File: config.mk
export PLATFORM = sky130hd
export DESIGN_NAME = poly_sweep_ctrl
export DESIGN_NICKNAME = d
export VERILOG_FILES = /design/src/rtl/poly_sweep_pkg.sv /design/src/rtl/poly_sweep_ctrl_stats.sv /design/src/rtl/poly_sweep_ctrl.sv
export SDC_FILE = /design/constraint.sdc
export NUM_CORES = 1
export LEC_CHECK = 0
export BUFFER_PORTS_ARGS = -buffer_cell sky130_fd_sc_hd__buf_2
export CAP_MARGIN = 20
export CORE_MARGIN = 4
export CORE_UTILIZATION = 45
export CTS_CLUSTER_SIZE = 28
export DETAILED_ROUTE_END_ITERATION = 6
export GPL_TIMING_DRIVEN = 0
export PLACE_DENSITY = 0.77
export SETUP_SLACK_MARGIN = 0.4
export SLEW_MARGIN = 30
export SYNTH_ARGS = -nofsm -noshare
export SYNTH_HDL_FRONTEND = slang
export SYNTH_SLANG_ARGS = --single-unit
File: constraint.sdc
create_clock -name clk -period 3.9 [get_ports clk]
set_input_delay 0.195 -clock clk [delete_from_list [all_inputs] [get_ports clk]]
set_output_delay 0.195 -clock clk [all_outputs]
set_load 0.1 [all_outputs]
File: src/rtl/poly_sweep_pkg.sv
`default_nettype none
// ============================================================================
// Module      : poly_sweep_pkg
// Description : Shared widths, FSM state encoding and DATA_W extremes for the
//               polynomial-evaluator sweep controller.
// Revision    : 1.0 - initial release
// ============================================================================
package poly_sweep_pkg;

    // Default widths of the evaluator interface and accumulator
    localparam int C_IN_W    = 4;
    localparam int C_DATA_W  = 19;
    localparam int C_SUM_W   = 32;
    localparam int C_TIMEOUT = 255;

    // Most-positive / most-negative values of a default-width result
    localparam logic signed [C_DATA_W-1:0] C_DATA_MAX = {1'b0, {(C_DATA_W-1){1'b1}}};
    localparam logic signed [C_DATA_W-1:0] C_DATA_MIN = {1'b1, {(C_DATA_W-1){1'b0}}};

    // Sweep FSM state encoding
    typedef logic [2:0] state_t;
    localparam state_t ST_IDLE    = 3'd0;
    localparam state_t ST_SETUP   = 3'd1;
    localparam state_t ST_REQ     = 3'd2;
    localparam state_t ST_CAPTURE = 3'd3;
    localparam state_t ST_RELEASE = 3'd4;
    localparam state_t ST_FINISH  = 3'd5;
    localparam state_t ST_ERROR   = 3'd6;

endpackage
`default_nettype wire

File: src/rtl/poly_sweep_ctrl_stats.sv
`default_nettype none
// ============================================================================
// Module      : sweep_stats
// Description : Registered running max/min (with the index of the first
//               occurrence), wrap-around sum and sample count.
// Revision    : 1.0 - initial release
// ============================================================================
module sweep_stats
    import poly_sweep_pkg::*;
#(
    parameter int DATA_W = C_DATA_W,
    parameter int SUM_W  = C_SUM_W,
    parameter int IDX_W  = 3 * C_IN_W
) (
    input  logic                     clk,
    input  logic                     rst,
    input  logic                     clear,
    input  logic                     valid,
    input  logic signed [DATA_W-1:0] data,
    input  logic        [IDX_W-1:0]  idx,
    output logic signed [DATA_W-1:0] max_val,
    output logic signed [DATA_W-1:0] min_val,
    output logic        [IDX_W-1:0]  max_idx,
    output logic        [IDX_W-1:0]  min_idx,
    output logic signed [SUM_W-1:0]  sum,
    output logic        [IDX_W:0]    count
);

    localparam logic signed [DATA_W-1:0] C_POS = {1'b0, {(DATA_W-1){1'b1}}};
    localparam logic signed [DATA_W-1:0] C_NEG = {1'b1, {(DATA_W-1){1'b0}}};

    logic signed [SUM_W-1:0] w_data_ext;

    // Sign-extend the result into the accumulator width
    always_comb begin
        w_data_ext = {{(SUM_W-DATA_W){data[DATA_W-1]}}, data};
    end

    // Clear to the identity values, otherwise fold in each valid sample;
    // strict compares keep the earliest index on ties
    always_ff @(posedge clk or posedge rst) begin
        if (rst) begin
            max_val <= C_NEG;
            min_val <= C_POS;
            max_idx <= '0;
            min_idx <= '0;
            sum     <= '0;
            count   <= '0;
        end else if (clear) begin
            max_val <= C_NEG;
            min_val <= C_POS;
            max_idx <= '0;
            min_idx <= '0;
            sum     <= '0;
            count   <= '0;
        end else if (valid) begin
            if (data > max_val) begin
                max_val <= data;
                max_idx <= idx;
            end
            if (data < min_val) begin
                min_val <= data;
                min_idx <= idx;
            end
            sum   <= sum + w_data_ext;
            count <= count + (IDX_W+1)'(1);
        end
    end

endmodule
`default_nettype wire

File: src/rtl/poly_sweep_ctrl.sv
`default_nettype none
// ============================================================================
// Module      : poly_sweep_ctrl
// Description : Drives every operand combination through the polynomial
//               evaluator via its en/done handshake and reduces the results
//               to running statistics. Sticky err on evaluator timeout.
// Revision    : 1.0 - initial release
// ============================================================================
module poly_sweep_ctrl
    import poly_sweep_pkg::*;
#(
    parameter int IN_W    = C_IN_W,
    parameter int DATA_W  = C_DATA_W,
    parameter int SUM_W   = C_SUM_W,
    parameter int TIMEOUT = C_TIMEOUT
) (
    input  logic                       clk,
    input  logic                       rst,
    input  logic                       start,
    output logic                       busy,
    output logic                       sweep_done,
    output logic                       err,
    output logic                       ev_en,
    output logic        [IN_W-1:0]     ev_in0,
    output logic        [IN_W-1:0]     ev_in1,
    output logic        [IN_W-1:0]     ev_in2,
    input  logic                       ev_done,
    input  logic signed [DATA_W-1:0]   ev_out,
    output logic signed [DATA_W-1:0]   max_val,
    output logic signed [DATA_W-1:0]   min_val,
    output logic        [3*IN_W-1:0]   max_idx,
    output logic        [3*IN_W-1:0]   min_idx,
    output logic signed [SUM_W-1:0]    sum,
    output logic        [3*IN_W:0]     count
);

    localparam int IDX_W = 3 * IN_W;
    localparam int TO_W  = (TIMEOUT > 1) ? $clog2(TIMEOUT + 1) : 1;
    // Value of the wait counter in the last REQ cycle before timing out
    localparam logic [TO_W-1:0]  C_TO_LAST  = TO_W'((TIMEOUT > 0) ? TIMEOUT - 1 : 0);
    localparam logic [IDX_W-1:0] C_IDX_LAST = '1;

    state_t                    r_state;
    logic        [IDX_W-1:0]   r_idx;
    logic        [TO_W-1:0]    r_wait;
    logic signed [DATA_W-1:0]  r_cap;
    logic                      r_err;
    logic                      r_arm;

    logic                      w_accept;
    logic                      w_timeout;
    logic                      w_capture;

    // Start is accepted only in IDLE and only once start has been seen low
    // since the previous sweep, so a held or late start never re-triggers
    always_comb begin
        w_accept  = (r_state == ST_IDLE) && start && r_arm;
        w_timeout = (TIMEOUT != 0) && (r_wait == C_TO_LAST);
        w_capture = (r_state == ST_CAPTURE);
    end

    // Sweep FSM, point index, timeout counter and result capture
    always_ff @(posedge clk or posedge rst) begin
        if (rst) begin
            r_state <= ST_IDLE;
            r_idx   <= '0;
            r_wait  <= '0;
            r_cap   <= '0;
            r_err   <= 1'b0;
            r_arm   <= 1'b1;
        end else begin
            if (w_accept) begin
                r_arm <= 1'b0;
            end else if ((r_state != ST_IDLE) && start) begin
                r_arm <= 1'b0;
            end else if (!start) begin
                r_arm <= 1'b1;
            end

            case (r_state)
                ST_IDLE: begin
                    if (w_accept) begin
                        r_state <= ST_SETUP;
                        r_idx   <= '0;
                        r_err   <= 1'b0;
                    end
                end
                ST_SETUP: begin
                    r_wait  <= '0;
                    r_state <= ST_REQ;
                end
                ST_REQ: begin
                    if (ev_done) begin
                        r_cap   <= ev_out;
                        r_state <= ST_CAPTURE;
                    end else if (w_timeout) begin
                        r_err   <= 1'b1;
                        r_state <= ST_ERROR;
                    end else begin
                        r_wait  <= r_wait + TO_W'(1);
                    end
                end
                ST_CAPTURE: begin
                    r_state <= ST_RELEASE;
                end
                ST_RELEASE: begin
                    if (!ev_done) begin
                        if (r_idx == C_IDX_LAST) begin
                            r_state <= ST_FINISH;
                        end else begin
                            r_idx   <= r_idx + IDX_W'(1);
                            r_state <= ST_SETUP;
                        end
                    end
                end
                ST_FINISH: begin
                    r_state <= ST_IDLE;
                end
                ST_ERROR: begin
                    r_state <= ST_IDLE;
                end
                default: begin
                    r_state <= ST_IDLE;
                end
            endcase
        end
    end

    // Decoded outputs; ev_en follows the state register so reset drops it at once
    always_comb begin
        busy       = (r_state != ST_IDLE);
        sweep_done = (r_state == ST_FINISH) || (r_state == ST_ERROR);
        err        = r_err;
        ev_en      = (r_state == ST_REQ);
        ev_in0     = r_idx[3*IN_W-1:2*IN_W];
        ev_in1     = r_idx[2*IN_W-1:IN_W];
        ev_in2     = r_idx[IN_W-1:0];
    end

    sweep_stats #(
        .DATA_W (DATA_W),
        .SUM_W  (SUM_W),
        .IDX_W  (IDX_W)
    ) u_stats (
        .clk     (clk),
        .rst     (rst),
        .clear   (w_accept),
        .valid   (w_capture),
        .data    (r_cap),
        .idx     (r_idx),
        .max_val (max_val),
        .min_val (min_val),
        .max_idx (max_idx),
        .min_idx (min_idx),
        .sum     (sum),
        .count   (count)
    );

endmodule
`default_nettype wire

==> flow_metrics.py <==
metrics = {
    "sta": {
        "fin_skew_ns": 0.0147,
        "setup_viol": 0,
        "slew_viol_final": 0,
        "rsz0062_at_grt": "false",
        "finalSetupTns_ns": 0,
        "final_hold_viol_count": 0,
        "fin_crit_ns": 3.19,
        "worst_slew_pin_slew_ns": 0.797,
        "fin_crit_sh_pct": 81.7,
        "slew_headroom_pct": 46.6,
        "timing.fmax_mhz": 314,
    },
    "grt": {
        "use_met3_pct": 5.15,
        "met2_usage_pct": 36.5,
        "grtUsageMet1_pct": 29.8,
        "grt_pass1_vias": 7626,
        "grt_pass1_wl_um": 39400,
        "grt_busiest_layer": "met2",
        "grt_max_degree": 29,
        "grt_usage_pct": 22.5,
        "antenna_found_initial": 0,
        "grt-ovfl-total": 0,
    },
    "die": {
        "die_w_um": 146,
        "ios": 146,
        "dieArea_sq_mm": 0.0214,
        "rows": 50,
        "core_area_sq_mm": 0.0188,
        "start_util_pct": 45.9,
        "die_y_um": 146,
    },
    "routing": {
        "drc_errors": 0,
        "viasPerCell": 5.56,
        "via_count": 7540,
        "routedWlPerCell_um": 17.5,
        "drt_pre_antenna_iters": 5,
        "wirelength_um": 23800,
        "postRouteAntennaNets": 0,
        "drt_iter0_drc": 622,
    },
    "layout": {
        "layout-drive-gt1-share_pct": 21.5,
        "fill_cells": 1661,
        "n_antenna_cell": 0,
        "final_common_cell": "buf_2",
        "layout.nets": 1207,
        "final_cell_mix": "buf_2, dfrtp_1, nand2_1",
        "syn_to_final_growth_pct": 21.8,
    },
    "worst_setup_path": {
        "required_ns": 4.20,
        "crit_path_end": "u_stats.sum[31]$_DFFE_PP0P_",
        "critical-path-top-delay-family": "compound AO/OA/AOI/OAI gates",
        "crit_type": "reg -> reg",
        "max_stage_delay_ns": 0.80,
        "reg2reg_to": "u_stats.sum[31]$_DFFE_PP0P_",
        "crit_top_cell": "o211ai_1",
        "path_buf_inv": 1,
        "crit_chain": "ha_1 -> clkbuf_1 -> a21o_1 -> a31oi_1 -> nor2_1 -> a211oi_1 -> o2111ai_1 -> o211ai_1 -> o21ai_1 -> xnor2_1 -> o211ai_1 -> o31ai_1",
        "slowest_stage": "dfrtp_1",
        "cp-startpoint": "r_cap[18]$_DFFE_PP0P_",
        "r2r_slack_ns": 0.71,
        "reg2reg_depth": 12,
        "worst_setup_path_end_kind": "register",
        "worstPathArrival_ns": 3.48,
        "cp.depth": 12,
        "r2r_start": "r_cap[18]$_DFFE_PP0P_",
        "start_kind": "register",
        "path_max_fanout": 17,
    },
    "yosys": {
        "synth_area_sq_mm": 0.00861,
        "synth_cell_types": 55,
        "ys_ff_latch": 151,
        "ys_warn_count": 0,
        "synth_async_sr_flop_share_pct": 100,
        "synth_edf_count": 0,
        "postSynthAreaPerCell_sq_um": 9.32,
        "postSynthCellCount": 924,
        "synthFlopType": "dfrtp_1",
        "syn_nets": 1020,
        "yosysSeqAreaShare_pct": 44.2,
    },
    "placement": {
        "place_congestion": 0.896,
        "io_buffers": 145,
        "dp.final_hpwl_um": 17800,
    },
    "clock_network": {
        "htreeDepth": 4,
        "clockRootBuffer": "clkbuf_16",
        "clock_latency_ns": 0.43,
        "cts_hold_buf": 17,
        "cts_buffers": 17,
        "cts_tree": "done",
        "cts_resized": 0,
        "cts_buffer_depth": 2,
        "path_clk_slew_ns": 0.06,
        "cts_sinks": 151,
        "post_cts_buffers": 0,
    },
    "run": {
        "maxCapViolations": 0,
    },
    "hold_path": {
        "min_path_type": "in -> reg",
    },
    "status": {
        "run_status": "completed",
    },
}
==> cells by family (layout without fill, tap and decap cells) <==
group / Yosys count / count (layout) / share of synthesized area, %
AND/OR/NAND/NOR: 280 / 280 / 15.4
AO/OA/AOI/OAI: 237 / 237 / 16.8
flip-flops: 151 / 151 / 44.2
buffers and inverters: 114 / 313 / 5.42
adder cells (fa/ha/maj): 73 / 73 / 10.7
XOR/XNOR: 49 / 49 / 4.98
multiplexers: 20 / 20 / 2.56
==> per-stage QoR <==
step | area [sq um] | hold slack [ns] | instances | util [%] | setup WS (ns)
final | 10500 | 0.0165 | 1357 | 55.9 | 0.715
after global routing | 10500 | 0.0140 | 1357 | 55.9 | 0.544
after CTS | 10500 | 0.00183 | 1357 | 55.9 | 0.771
after detailed placement | 9780 | 0.181 | 1309 | 52.1 | 0.789
after global placement | 9630 | 0.354 | 1303 | 51.3 | 0.803
after floorplan | 8610 | 0.221 | 924 | - | 0.632
==> layout make-up <==
cell class | instances | area, sq um | share of cell area [%]
multi-input cells | 659 | 4340 | 41.4
repair buffers | 168 | 1040 | 9.90
inverters | 66 | 251 | 2.40
well taps | 234 | 293 | 2.79
plain buffers | 48 | 219 | 2.09
clock inverters | 13 | 116 | 1.11
flip-flops and latches | 151 | 3800 | 36.3
clock buffers | 18 | 429 | 4.09
==> how the worst min path moves through the flow <==
| stage | startpoint | to | slack, ns | cells after the start |
|---|---|---|---|---|
| global placement | start | r_arm$_DFFE_PP1P_ | 0.35 | 2 |
| CTS | ev_out[11] | r_cap[11]$_DFFE_PP0P_ | 0.002 | 2 |
| global route | ev_out[11] | r_cap[11]$_DFFE_PP0P_ | 0.01 | 2 |
| finish | ev_out[11] | r_cap[11]$_DFFE_PP0P_ | 0.02 | 2 |
| detailed placement | rst | r_cap[7]$_DFFE_PP0P_ | 0.18 | 2 |
| floorplan | start | r_arm$_DFFE_PP1P_ | 0.22 | 1 |
==> routing by layer <==
layer	vias to the layer above	part of all wire, %
li1	3620	-
met1	3624	43
met2	251	47
met3	45	6.8
met4	0	2.8
met5	-	0
==> sequential cells by signal, summed over array words and instances, names as in the netlist <==
signal / flops
u_stats.min_idx: 12
err: 1
r_wait: 8
r_arm: 1
u_stats.max_val: 19
u_stats.max_idx: 12
r_idx: 12
u_stats.count: 13
u_stats.min_val: 19
u_stats.sum: 32
r_cap: 19
r_state: 3
==> Yosys cell counts (4+ instances only) <==
master    count  area (sq um)
buf_2         8          40.0
a31oi_1      25           156
dfrtp_1     131          3280
nand2b_1      6          37.5
xnor2_1      20           175
or3_1         7          43.8
o211ai_1     11          82.6
nand3_1      52           260
nor3_1        8          40.0
nor2b_1       7          43.8
nand2_1      94           353
o21ai_0      76           380
nand4_1      22           138
mux2i_1       4          40.0
xor2_1       29           254
a21o_1       23           173
o21ai_1      17          85.1
dfstp_2      20           526
mux2_2       16           180
inv_1        66           248
clkbuf_1     32           120
ha_1         72           901
o31ai_1      19           143
and3_1        6          37.5
a21oi_1      41           205
and2_1        5          31.3
nor2_1       59           221
o21a_1        8          60.1
Power is not shown: default switching activity piles up to over one toggle a cycle in this logic, so the estimate is an artifact.
